==> src/rtl/display_pkg.sv <==
// Shared types and active-low segment patterns for the BCD scan display.
// Segment bit order is {g,f,e,d,c,b,a}.
package display_pkg;
  typedef logic [6:0] seg_t;
  typedef logic [3:0] bcd_digit_t;

  localparam seg_t SEG_DIGIT [0:9] = '{
    7'b1000000, 7'b1111001, 7'b0100100, 7'b0110000, 7'b0011001,
    7'b0010010, 7'b0000010, 7'b1111000, 7'b0000000, 7'b0010000
  };
  localparam seg_t SEG_DASH  = 7'b0111111;
  localparam seg_t SEG_BLANK = 7'b1111111;
endpackage

==> src/rtl/seven_seg_decoder.sv <==
// Combinational BCD-to-7-segment decoder; non-decimal nibbles and forced
// dash both show a dash.
module seven_seg_decoder
  import display_pkg::*;
(
  input  bcd_digit_t digit,
  input  logic       dash_en,
  output seg_t       seg
);

  always_comb begin
    seg = SEG_DASH;
    if (!dash_en && digit <= 4'd9) seg = SEG_DIGIT[digit];
  end

endmodule

==> src/rtl/bcd_display_scan.sv <==
// Captures a BCD result plus sign and scans it onto a multiplexed active-low
// 7-segment display with leading-zero blanking and per-slot anti-ghost blanking.
module bcd_display_scan
  import display_pkg::*;
#(
  parameter int NUM_DIGITS   = 5,
  parameter int AN_WIDTH     = 8,
  parameter int REFRESH_DIV  = 100000,
  parameter int BLANK_CYCLES = 16
) (
  input  logic                    clk,
  input  logic                    reset,
  input  logic                    load,
  input  logic [4*NUM_DIGITS-1:0] bcd_in,
  input  logic                    neg,
  output logic [AN_WIDTH-1:0]     an,
  output seg_t                    seg,
  output logic                    dp,
  output logic                    display_valid
);

  localparam int PW = (REFRESH_DIV > 1) ? $clog2(REFRESH_DIV) : 1;
  localparam int IW = $clog2(NUM_DIGITS + 1);
  localparam logic [PW-1:0] PRE_LAST  = PW'(REFRESH_DIV - 1);
  localparam logic [PW-1:0] BLANK_END = PW'(BLANK_CYCLES);
  localparam logic [IW-1:0] SIGN_IDX  = IW'(NUM_DIGITS);
  localparam logic [AN_WIDTH-1:0] AN_ONE = AN_WIDTH'(1);

  logic [PW-1:0]                    pre;
  logic [IW-1:0]                    idx;
  bcd_digit_t [NUM_DIGITS-1:0]      disp_q;
  logic                             neg_q;

  logic [IW-1:0]                    msd;
  bcd_digit_t                       cur;
  logic                             sign_slot, lit, drive;
  seg_t                             dec_seg, seg_nxt;
  logic [AN_WIDTH-1:0]              an_nxt;

  // Scan timebase: prescaler wraps every slot, index walks digits then sign.
  always_ff @(posedge clk or negedge reset) begin
    if (!reset) begin
      pre <= '0;
      idx <= '0;
    end else if (pre == PRE_LAST) begin
      pre <= '0;
      idx <= (idx == SIGN_IDX) ? '0 : idx + 1'b1;
    end else begin
      pre <= pre + 1'b1;
    end
  end

  always_ff @(posedge clk or negedge reset) begin
    if (!reset) begin
      disp_q        <= '0;
      neg_q         <= 1'b0;
      display_valid <= 1'b0;
    end else if (load) begin
      disp_q        <= bcd_in;
      neg_q         <= neg;
      display_valid <= 1'b1;
    end
  end

  // Highest nonzero digit wins; invalid nibbles count as nonzero.
  always_comb begin
    msd = '0;
    cur = '0;
    for (int i = 1; i < NUM_DIGITS; i++)
      if (disp_q[i] != 4'd0) msd = IW'(i);
    for (int i = 0; i < NUM_DIGITS; i++)
      if (idx == IW'(i)) cur = disp_q[i];
  end

  assign sign_slot = (idx == SIGN_IDX);
  assign lit       = sign_slot ? neg_q : (idx <= msd);
  assign drive     = (pre >= BLANK_END);

  seven_seg_decoder u_dec (
    .digit   (cur),
    .dash_en (sign_slot),
    .seg     (dec_seg)
  );

  always_comb begin
    an_nxt  = '1;
    seg_nxt = SEG_BLANK;
    if (display_valid && drive && lit) begin
      an_nxt  = ~(AN_ONE << idx);
      seg_nxt = dec_seg;
    end
  end

  always_ff @(posedge clk or negedge reset) begin
    if (!reset) begin
      an  <= '1;
      seg <= SEG_BLANK;
    end else begin
      an  <= an_nxt;
      seg <= seg_nxt;
    end
  end

  assign dp = 1'b1;

endmodule

==> config.mk <==
export PLATFORM = sky130hd
export DESIGN_NAME = bcd_display_scan
export DESIGN_NICKNAME = d
export VERILOG_FILES = /design/src/rtl/display_pkg.sv /design/src/rtl/seven_seg_decoder.sv /design/src/rtl/bcd_display_scan.sv
export SDC_FILE = /design/constraint.sdc
export NUM_CORES = 1
export LEC_CHECK = 0
export BUFFER_PORTS_ARGS = -buffer_cell sky130_fd_sc_hd__buf_2
export CAP_MARGIN = 30
export CORE_MARGIN = 2
export CORE_UTILIZATION = 55
export CTS_BUF_LIST = sky130_fd_sc_hd__clkbuf_4
export DETAILED_ROUTE_END_ITERATION = 8
export GPL_ROUTABILITY_DRIVEN = 0
export PLACE_DENSITY = 0.77
export SETUP_SLACK_MARGIN = 0.5
export SLEW_MARGIN = 20
export SYNTH_ARGS = -nofsm -noshare
export SYNTH_HDL_FRONTEND = slang
export SYNTH_SLANG_ARGS = --single-unit
==> constraint.sdc <==
create_clock -name clk -period 5.6 [get_ports clk]
set_input_delay 0.28 -clock clk [delete_from_list [all_inputs] [get_ports clk]]
set_output_delay 0.28 -clock clk [all_outputs]
set_load 0.05 [all_outputs]
==> out/results.txt <==
cell chain of the critical path -> and2_1, ha_1, nor2_1, nand2b_1, a31oi_1, inv_1, ha_1, nor2_1, a21oi_2, o211a_4, o311ai_1
standby leakage power -> 1.44 nW
number of fill cells in the layout -> 386
cts bufs inserted -> 9
total global-route track usage -> 20.2%
total chip power -> 0.957 mW
number of I/O pins -> 41
Synth Cell Area -> 0.00277 sq mm
endpoint required time on the critical path -> 5.89 ns
residual overflow from global routing -> 0
iteration-0 DRC count of the detailed router -> 88
Worst-Margin Slew -> 0.765 ns
initial antenna violation count -> 0
peak fanout along the critical path -> 17
DIE WIDTH -> 74.9 microns
Cell Pwr Density -> 300 mW/mm^2
die span in y -> 74.9 microns
share of final-layout standard cells stronger than drive strength 1 -> 37.2%
via count of the first global-routing pass -> 1802
Seq/Total Area, Yosys -> 52.3%
Skew-Pair Late Insertion Delay -> 0.39 ns
Port Buf Inserts -> 39
violated checks -> negative hold slack
arrival time at the worst endpoint -> 3.04 ns
Std-Cell Rows -> 25
number of nets at the end of the flow -> 321
number of flip-flops and latches in the synthesized netlist -> 57
top-area cell type share of the netlist area -> 38.0%
class of the most critical setup path -> flip-flop to flip-flop
number of nets with antenna violations after detailed routing -> 0
count of flip-flops with a built-in enable after synthesis -> 0
global-route wire length before repair -> 8380 microns
peak-usage layer in the global routing report -> met2
Die Area -> 0.00561 sq mm
number of search-and-repair iterations in the first detailed-routing pass -> 5
clock transition time at the flip-flop clock pins of the worst setup and hold paths -> 0.10 ns
Slew headroom -> 48.6%
number of cells on the worst reg-to-reg path -> 11
largest incremental delay on the critical path -> 0.58 ns
initial standard-cell utilization of the core -> 57.8%
count of unresolved DRC violations after routing -> 0
unique cell type count in the Yosys netlist -> 49
Final TNS setup -> 0 ns
outcome -> complete, but fails checks
highest achievable clock rate -> 363 MHz
VDD IR-drop max -> 0.171 mV
Avg Vias per Cell -> 5.40
total of cells resized after clock tree synthesis -> 0
Max Cap Viol -> 0
GRT met1 Usage -> 28.1%
WL final -> 4970 microns
buffer depth of the longest clock path -> 2
Max H-tree Level -> 3
M3 GR Usage -> 6.02%
total number of vias -> 1927
max-slew violation total from the final report -> 0
top_reg_cell synth -> dfrtp_1
maximum number of pins on one net before global-route repair -> 58
number of setup buffers added after CTS -> 0
Startpoint Class -> flip-flop
dominant cells by area after synthesis -> dfrtp_1 (38%), dfstp_2 (14%), mux2_2 (9.8%), ha_1 (5.4%), nand2_1 (2.9%)
placed wire-length estimate after detailed placement -> 3520 microns
core region area -> 0.00479 sq mm
mean instance size in the synthesized netlist -> 11.5 sq um
clock tree from TritonCTS -> built
final setup violation count -> 0
number of standard cells after synthesis -> 240
total of warnings raised by yosys -> 0
time the final worst path needs with I/O delays and setup -> 2.75 ns
Num Clock Sinks -> 57
fraction of registers with async set/reset -> 100%
final count of hold timing violations -> 7
GR met2 Demand/Resource -> 29.6%
final antenna diode count -> 0
slowest cell on the critical path -> dfrtp_1
setup repair after global routing missed its margin -> false
final clock period utilization by the worst path -> 49.1%
Post-CTS Hold Fix Bufs -> 0
maximum clock skew at final layout -> 0.0177 ns
Area growth, synth to finish -> 15.4%
crit path capture type -> flip-flop
routed len/inst -> 13.9 microns
minimum hold slack -> -0.0157 ns
path category of the worst min-delay check -> input pin to async pin
Clk Tree Root Cell -> clkbuf_4
Net Count, Synth -> 276
area leader, netlist -> dfrtp_1
through the flow:
step / util, % / std cells / hold WS (ns) / setup WS [ns] / area, sq um
floorplan: - / 240 / -0.0156 / 3.19 / 2770
global placement: 63.0 / 341 / 0.443 / 3.06 / 3020
detailed placement: 63.0 / 341 / 0.449 / 2.90 / 3020
CTS: 66.7 / 357 / 0.0109 / 2.88 / 3190
global route: 66.7 / 357 / 0.0693 / 2.64 / 3190
finish: 66.7 / 357 / -0.0157 / 2.85 / 3190
final timing paths:
path,endpoint,start,slack [ns]
worst max-delay path,seg[4]$_DFF_PN1_,idx[1]$_DFFE_PN0N_,2.85
max in group asynchronous,idx[1]$_DFFE_PN0N_,reset,5.11
min in group clk,disp_q[1]$_DFFE_PN0P_,bcd_in[1],0.11
worst min-delay path,pre[3]$_DFF_PN0_,reset,-0.02
worst max register to register,seg[4]$_DFF_PN1_,idx[1]$_DFFE_PN0N_,2.85
worst min register to register,pre[11]$_DFF_PN0_,pre[11]$_DFF_PN0_,0.51
cell usage after synthesis (all sizes together) (2+ instances only):
master	number
nand2b	3
inv	6
nor4	5
or4	2
dfrtp	42
mux2i	3
or3	2
nor2	20
or2	3
o21ai	9
a21oi	4
xnor2	7
a31oi	2
and3	2
nor3	4
and2	4
nand2	22
o31ai	2
nand4	4
buf	6
nor2b	6
nand3	8
ha	12
xor2	9
mux2	24
o22ai	2
dfstp	15
a22oi	2
metal layers:
layer  wire (microns)  vias up  share of wire [%]
li1                 -      939                  -
met3              284        5                5.7
met5                0        -                  0
met2             2230       52                 45
met1             2400      931                 48
met4               59        0                1.2
sequential cells by signal, indices dropped and copies added (netlist names):
register and cells:
an 8, idx 3, pre 17, neg_q 1, disp_q 20, display_valid 1, seg 7
critical path, delay by kind of cell (launching register included):
family | cells | cell delay (ns)
adders and majority gates | 2 | 0.50
buffers and inverters | 1 | 0.15
AOI/OAI and AO/OA | 4 | 0.78
DFF | 1 | 0.58
and+or+nand+nor | 4 | 0.65
logic make-up (layout without fill, tap and decap cells):
logic type,count (synthesis),after routing,share of synthesized area [%]
flip-flops,57,57,52.3
AO/OA/AOI/OAI,29,29,7.78
other,1,1,0.136
buffers and inverters,12,62,2.13
XOR/XNOR,16,16,5.07
multiplexers,27,27,10.9
adder cells (fa/ha/maj),12,12,5.43
AND/OR/NAND/NOR,86,86,16.3
area by class of cell:
type	count	area [sq um]	area share, %
flip-flops and latches	57	1450	45.3
multi-input cells	171	1260	39.5
repair buffers	40	203	6.35
clock inverters	7	109	3.41
well taps	67	83.8	2.63
clock buffers	9	67.6	2.12
inverters	6	22.5	0.706
cells in the final DEF (no fill, tap or decap), types with 3 or more instances in the layout:
master and n:
buf_2 39, clkinv_2 3, nand4_1 4, nand2b_1 3, nand2_1 21, nor4_1 4, clkbuf_4 9, and2_1 3
o21ai_0 7, dfstp_2 15, nor2b_1 6, bufinv_16 3, mux2i_1 3, dfrtp_1 42, nor3_1 4, ha_1 12
nor2_1 19, nand3_1 8, inv_1 4, xor2_1 9, mux2_2 24, xnor2_1 7
where the power goes:
part	switching (mW)	internal (mW)
Sequential	0.0133	0.444
Clock	0.149	0.222
Combinational	0.0826	0.0463
Total	0.244	0.712
No activity file was read; power rests on OpenSTA's default activity.
